<file path="config.mk">
export PLATFORM = sky130hd
export DESIGN_NAME = phase_run_controller
export DESIGN_NICKNAME = d
export VERILOG_FILES = /design/src/rtl/phase_run_controller.sv
export SDC_FILE = /design/constraint.sdc
export NUM_CORES = 1
export LEC_CHECK = 0
export CORE_ASPECT_RATIO = 1.4
export CORE_MARGIN = 8
export CORE_UTILIZATION = 47
export DETAILED_ROUTE_END_ITERATION = 6
export PLACE_DENSITY = 0.86
export SLEW_MARGIN = 30
export SYNTH_ARGS = -nofsm -noshare
export SYNTH_HDL_FRONTEND = slang
export SYNTH_SLANG_ARGS = --single-unit
</file>
<file path="constraint.sdc">
create_clock -name clock -period 2.8 [get_ports clock]
set_input_delay 0.84 -clock clock [delete_from_list [all_inputs] [get_ports clock]]
set_output_delay 0.84 -clock clock [all_outputs]
set_load 0.02 [all_outputs]
</file>
<file path="src/rtl/phase_run_controller.sv">
`timescale 1ns/1ps
// Run/phase sequencer for the multicycle core: one-hot phase, pc, flags,
// branch resolution and run/stop/step/halt control with memory wait states.
module phase_run_controller #(
  parameter int unsigned AW       = 16,
  parameter int unsigned NPHASE   = 4,
  parameter int unsigned CW       = 32,
  parameter logic [AW-1:0] RESET_PC = '0
) (
  input  logic              clock,
  input  logic              reset,
  input  logic              exec,
  input  logic              step,
  input  logic              mem_ready,
  input  logic              halt_req,
  input  logic              flag_we,
  input  logic [3:0]        flags_in,
  input  logic              br_en,
  input  logic [2:0]        br_cond,
  input  logic [AW-1:0]     br_target,
  output logic [NPHASE-1:0] phase,
  output logic [AW-1:0]     pc,
  output logic [3:0]        flags,
  output logic              running,
  output logic              halted,
  output logic [CW-1:0]     retired
);

  typedef enum logic [2:0] {
    S_IDLE   = 3'd0,
    S_RUN    = 3'd1,
    S_STEP   = 3'd2,
    S_DRAIN  = 3'd3,
    S_HALTED = 3'd4
  } state_t;

  state_t              state, state_n;
  logic [NPHASE-1:0]   phase_n;
  logic [AW-1:0]       pc_n;
  logic [3:0]          flags_n;
  logic [CW-1:0]       retired_n;
  logic                active;
  logic                retire;
  logic                cond_ok;
  logic                taken;

  assign active = (state == S_RUN) || (state == S_STEP) || (state == S_DRAIN);
  assign retire = active && mem_ready && phase[NPHASE-1];

  // Branch condition on the flags held before this retire's update ({S,Z,C,V}).
  always_comb begin
    cond_ok = 1'b0;
    case (br_cond)
      3'b000:  cond_ok = flags[2];
      3'b001:  cond_ok = flags[3] ^ flags[0];
      3'b010:  cond_ok = flags[2] | (flags[3] ^ flags[0]);
      3'b011:  cond_ok = ~flags[2];
      3'b100:  cond_ok = 1'b1;
      default: cond_ok = 1'b0;
    endcase
  end

  assign taken = br_en && cond_ok;

  always_ff @(posedge clock or posedge reset) begin
    if (reset) state <= S_IDLE;
    else       state <= state_n;
  end

  always_comb begin
    state_n   = state;
    phase_n   = phase;
    pc_n      = pc;
    flags_n   = flags;
    retired_n = retired;

    case (state)
      S_IDLE: begin
        if (exec)      state_n = S_RUN;
        else if (step) state_n = S_STEP;
      end
      S_RUN: begin
        if (exec) state_n = S_DRAIN;
      end
      default: state_n = state;
    endcase

    if (active && mem_ready)
      phase_n = {phase[NPHASE-2:0], phase[NPHASE-1]};

    // Halt wins over branch, step and drain; a stop request on the retire edge ends at this boundary.
    if (retire) begin
      retired_n = retired + CW'(1);
      phase_n   = NPHASE'(1);
      if (flag_we) flags_n = flags_in;
      if (halt_req) begin
        state_n = S_HALTED;
      end else begin
        pc_n = taken ? br_target : pc + AW'(1);
        if ((state != S_RUN) || exec) state_n = S_IDLE;
      end
    end
  end

  always_ff @(posedge clock or posedge reset) begin
    if (reset) begin
      phase   <= NPHASE'(1);
      pc      <= RESET_PC;
      flags   <= 4'b0000;
      retired <= '0;
      running <= 1'b0;
      halted  <= 1'b0;
    end else begin
      phase   <= phase_n;
      pc      <= pc_n;
      flags   <= flags_n;
      retired <= retired_n;
      running <= (state_n == S_RUN) || (state_n == S_STEP) || (state_n == S_DRAIN);
      halted  <= (state_n == S_HALTED);
    end
  end

endmodule

</file>
# Word level (Yosys, flattened, before mapping)
# Cells that the tools add are included.
# totals
inputBits,31
regBits,61
output_inout_bits,58
wordCells,49
# classes
n_addsub,2
reduce_logical,13
n_bitwise,4
n_eq_ne,12
muxes,11
# op_table
op,count
$add A32 B1 Y32 const B,1
$eq A3 B2 Y1 const B,6
$mux W3,6
$add A16 B1 Y16 const B,1
$mux W16,1
$eq A3 B1 Y1 const B,3
$mux W4,2
$eq A3 B3 Y1 const B,2
$logic_not A3 Y1,2
$pmux W3 S2,1
$logic_or A1 B1 Y1,5
$pmux W1 S5,1
$reduce_and A2 Y1,2
$logic_and A1 B1 Y1,3
$ne A3 B1 Y1 const B,1
$not A1 Y1,2
$reduce_bool A2 Y1,1
$or A1 B1 Y1,1
$xor A1 B1 Y1,1

# Logic depth before layout (Yosys ltp)
# depth
depth_word,9
mapped_depth,7
depth_no_buf,6

# Least setup slack after synthesis
# Ideal clock, no wire load.
# synth_path
kind,input-to-reg
startpoint,input br_cond[2]
endpoint,register pc[3]
slack_ns,0.538
stages,7
arrival_time_ns,2.139
setup_time_ns,0.123
path_cell_list,or4_1 > nand4_2 > or2_1 > buf_6 > buf_8 > mux2i_1 > a2bb2oi_2
# synth_between
elab_chain_len,4
word_cells_on_any_way,8
cone_classes,eq/ne (4); mux (2); reduce/logical (2)
# synth_lines
element,line,text
start: declaration,19,"input logic [2:0] br_cond,"
$eq A3 B3 Y1 (tied with other cells),53,case (br_cond)
$pmux W1 S5 *,53,
$logic_and A1 B1 Y1 *,63,assign taken = br_en && cond_ok;
$mux W16 *,99,pc_n = taken ? br_target : pc + AW'(1);
end signal: assignment,115,pc <= pc_n;
end: declaration,22,"output logic [AW-1:0] pc,"
# Mark *: on every way between the ends. The rest lies on a longest branch, timed or not.
# A chain may end at the register's enable or synchronous reset.

# Worst setup path in the final report
# layout_path
startpoint,input mem_ready
endpoint,register halted
# layout_between
elab_chain_len,4
# layout_lines
element,line,text
start: declaration,14,"input logic mem_ready,"
$logic_and A1 B1 Y1 (2 in series),48,assign retire = active && mem_ready && phase[NPHASE-1];
$mux W3,92,if (retire) begin
$eq A3 B3 Y1,119,halted <= (state_n == S_HALTED);
end signal: assignment,119,
end: declaration,25,"output logic halted,"
# No other way between the ends.

==> impl_summary.md <==
Floorplanning
The initial core utilization is 48.7%. The die is roughly 110 um tall. The placeable core area is between 0.006 and 0.007 mm^2. The overall die width is ~84 um. During I/O placement, the number of pins put on the boundary was between 80 and 90.

The floorplan step defined a die boundary enclosing around 0.0093 mm^2. After floorplanning, the core was divided into 34 placement rows.

Setup path
The number of cells on the worst reg-to-reg path is 5. The critical setup path kind is input pin to flip-flop. The data required time at the worst endpoint is slightly above 3 ns. The buffers plus inverters on the worst setup path is 2.

The startpoint kind of the worst setup timing path is an input pin. On the critical path, the stage with the largest delay is an instance of sky130_fd_sc_hd__clkdlybuf4s50_1. The critical path arrival is around 2.7 ns. The critical path endpoint category is a flip-flop. The launching element of the worst setup path is mem_ready. The critical path's top delay family is simple AND/OR/NAND/NOR gates. Along the worst path, the maximum fanout reaches 9. The endpoint of the lowest-slack register-to-register path is retired[25].

Walking the worst path, the cells encountered are clkdlybuf4s50_1 -> nand2b_4 -> or3_1 -> buf_4 -> a21o_1 -> a22oi_1 -> and2_1. In this run the register-to-register setup slack is about 0.80 ns. The largest single stage delay on the critical path is around 0.51 ns. In this run the critical register-to-register path is launched from retired[17].

Synth
A synthesized cell averages ~10 um^2. The number of warnings printed during yosys synthesis is 0. The synthesized area is a little over 0.003 mm^2. The post-synthesis sequential element count is slightly above 60.

The async set or reset register ratio after synthesis is 100%. The most instantiated library cell after synthesis is sky130_fd_sc_hd__dfrtp_1. The number of enable-type register cells in the synthesized netlist is 0.

The top cell type by total area after synthesis is sky130_fd_sc_hd__dfrtp_1. The most used flip-flop cell after synthesis is sky130_fd_sc_hd__dfrtp_1. The portion of the post-synthesis area used by sequential elements is 50.2%. The post-synth net total is about 330.

The distinct cell type count after synthesis is 48. Ranked by instance count, the synthesized netlist is headed by sky130_fd_sc_hd__dfrtp_1 (60), sky130_fd_sc_hd__nand2_1 (33), sky130_fd_sc_hd__xnor2_1 (24). The area share of the largest cell type after synthesis is 49.3%.

The post-synthesis instance total is between 200 and 300. Ranked by total cell area, the synthesized netlist is headed by sky130_fd_sc_hd__dfrtp_1 (49%), sky130_fd_sc_hd__xnor2_1 (6.9%), sky130_fd_sc_hd__nand2_1 (4.1%).

STA
Setup violations remaining at the end of the flow were counted as 0. At the pin with the least slew margin, the transition time is 0.679 ns. The worst-case setup margin in the final layout is about 0.4 ns. The final-report hold violation count is 0.

The time the final worst path needs with I/O delays and setup is around 2.4 ns. Setup repair after global routing left no endpoint under its margin. The final worst-path cycle share is 85.7%. Summed over all failing endpoints, the final setup total negative slack is 0 ns. The max-slew headroom at the worst pin is 54.3%. The number of pins exceeding their max-slew limit in the final report is 0. The worst clock skew on the final layout is about 0.0095 ns.

The achievable frequency is 0.417 GHz.

GRT
For this run, the total global-route usage over all layers was measured as ~17%. Entering global routing, the biggest net connects 41 pins. The overflow left after global routing is 0. The first global-routing pass estimated between 10,000 and 15,000 um of wire.

The number of antenna violations at the first check in global routing is 0. The number of global-route vias before repair is roughly 2,700.

Pwr
VDD sags by at most 0.482 mV. The design draws 3.29 mW. The power per cell area is slightly below 800 mW/mm^2. The analysis attributes to cell leakage a power of about 1.8 nW.

Route
The uppermost metal layer occupied by signal nets is met4. In the routed design, unresolved DRC markers number 0. The post-route met1 wirelength is approximately 3200 um. After detailed routing, the average wire length per cell comes to 16.8 um. The routed length on met2 is 4290 um. The total wire length after detailed routing is between 7000 and 8000 um. The number of optimization iterations in the first detailed-route pass is 4. In the routed layout, each cell is associated on average with a via count of about 5.7. The met3 routed wirelength is roughly 360 um.

The count of nets left with antenna violations once routing finished came out at 0. The initial DRC count is between 150 and 200. The total number of vias is 2,708.

Cells and area
The layout overhead on the synthesized area is 40.1%. The final cell count without fillers is 476. The fraction of final layout cells sized beyond drive strength 1 is a little over a tenth. The count of inserted antenna diode cells is 0. The end-of-flow core utilization is 68.2%. The final net count is around 430.

Place
At the end of routability-driven placement, the weighted congestion stood at between 0.8 and 0.9. The count of buffers added on input and output ports is between 80 and 90. The HPWL after detailed placement is a little over 6000 um. OpenSTA, run right after detailed placement, puts the worst setup slack at roughly 0.065 ns. The cell total after placement is 460.

Flow run
The max-cap check violation count is 0.

Min path
The sink of the worst hold path is retired[31]. The critical hold path startpoint is retired[31]. The worst hold path belongs to the class flip-flop to flip-flop. Along the worst hold path, the cell count comes to 1.

Clocking
The number of buffers added for setup after CTS is 0. The cell chosen for the clock root is sky130_fd_sc_hd__clkbuf_8. Clock-pin slew was measured on the worst setup and hold paths at 0.07 ns. The count of cells resized by post-cts repair is 0. Counting the buffers created by CTS gives 9.

The clock net in this run drives a total of between 60 and 70 sinks. The clock tree from TritonCTS is built. The maximum clock path buffer count is 2. The H-tree depth is 3. The source-to-sink clock delay at the later pin of the worst-skew pair is roughly 0.33 ns. Hold repair after CTS inserted 0 buffers.

Run status
The flow ran to the end, and the final reports show no timing, DRC or antenna violations.
==> cell families after synthesis <==
logic type	synth area share (%)
and+or+nand+nor	20.9
muxes	3.12
xor gates and xnor gates	9.20
AOI/OAI and AO/OA	12.5
adders and majority gates	0.822
buffers and inverters	3.29
DFF	50.2
==> sequential cells by signal, summed over array words and instances (netlist names) <==
name	cells
flags	4
running	1
halted	1
pc	16
phase	4
retired	32
state	3
==> worst max path at each step <==
stage / cells past startpoint / end
floorplan: 1 / flags[0]
CTS: 7 / halted
global route: 7 / pc[5]
global placement: 7 / halted
detailed placement: 7 / halted
finish: 7 / halted
==> layout by cell type (no fill, tap or decap), types with 9 or more instances in the layout <==
| master | n |
|---|---|
| sky130_fd_sc_hd__dfrtp_1 | 60 |
| sky130_fd_sc_hd__nor2_1 | 16 |
| sky130_fd_sc_hd__clkbuf_8 | 9 |
| sky130_fd_sc_hd__clkdlybuf4s50_1 | 88 |
| sky130_fd_sc_hd__nand2_1 | 33 |
| sky130_fd_sc_hd__nand4_1 | 17 |
| sky130_fd_sc_hd__xnor2_1 | 24 |
| sky130_fd_sc_hd__nand3_1 | 23 |
| sky130_fd_sc_hd__a21oi_1 | 10 |
| sky130_fd_sc_hd__o21ai_0 | 15 |
| sky130_fd_sc_hd__inv_1 | 9 |
==> power by group <==
| part | total, mW | switching [mW] | leakage [nW] | internal, mW |
|---|---|---|---|---|
| logic | 1.18 | 0.587 | 0.906 | 0.589 |
| clock network | 0.774 | 0.361 | 0.0918 | 0.413 |
| registers | 1.34 | 0.261 | 0.778 | 1.08 |
==> metal layers <==
metal	track usage (%)	vias up
met2	30.3	73
met5	0	-
met3	3.46	10
met4	8.09	0
met1	19.7	1347
li1	-	1278
==> worst register-to-register path, cell delays in order, from the launching register on <==
cell	delay, ns
sky130_fd_sc_hd__dfrtp_1	0.46
sky130_fd_sc_hd__nand4_1	0.15
sky130_fd_sc_hd__nor4_1	0.64
sky130_fd_sc_hd__nand3_1	0.30
sky130_fd_sc_hd__nor2_1	0.20
sky130_fd_sc_hd__xor2_1	0.16
==> final cells by class <==
cell class                      instances  area, um^2
Clock inverter                          7        75.1
Clock buffer                            9         124
Multi-Input combinational cell        219        1420
Inverter                               10        37.5
Timing Repair Buffer                   98         993
Tap cell                               72        90.1
Fill cell                             473        1990
Sequential cell                        61        1530
==> per-stage QoR <==
step	hold slack, ns	cell area [um^2]
finish	0.474	4270
global route	0.485	4270
CTS	0.475	4270
detailed placement	0.463	4070
global placement	0.458	4070
floorplan	0.478	3050
Note: power is estimated with default switching activity, not from simulation.
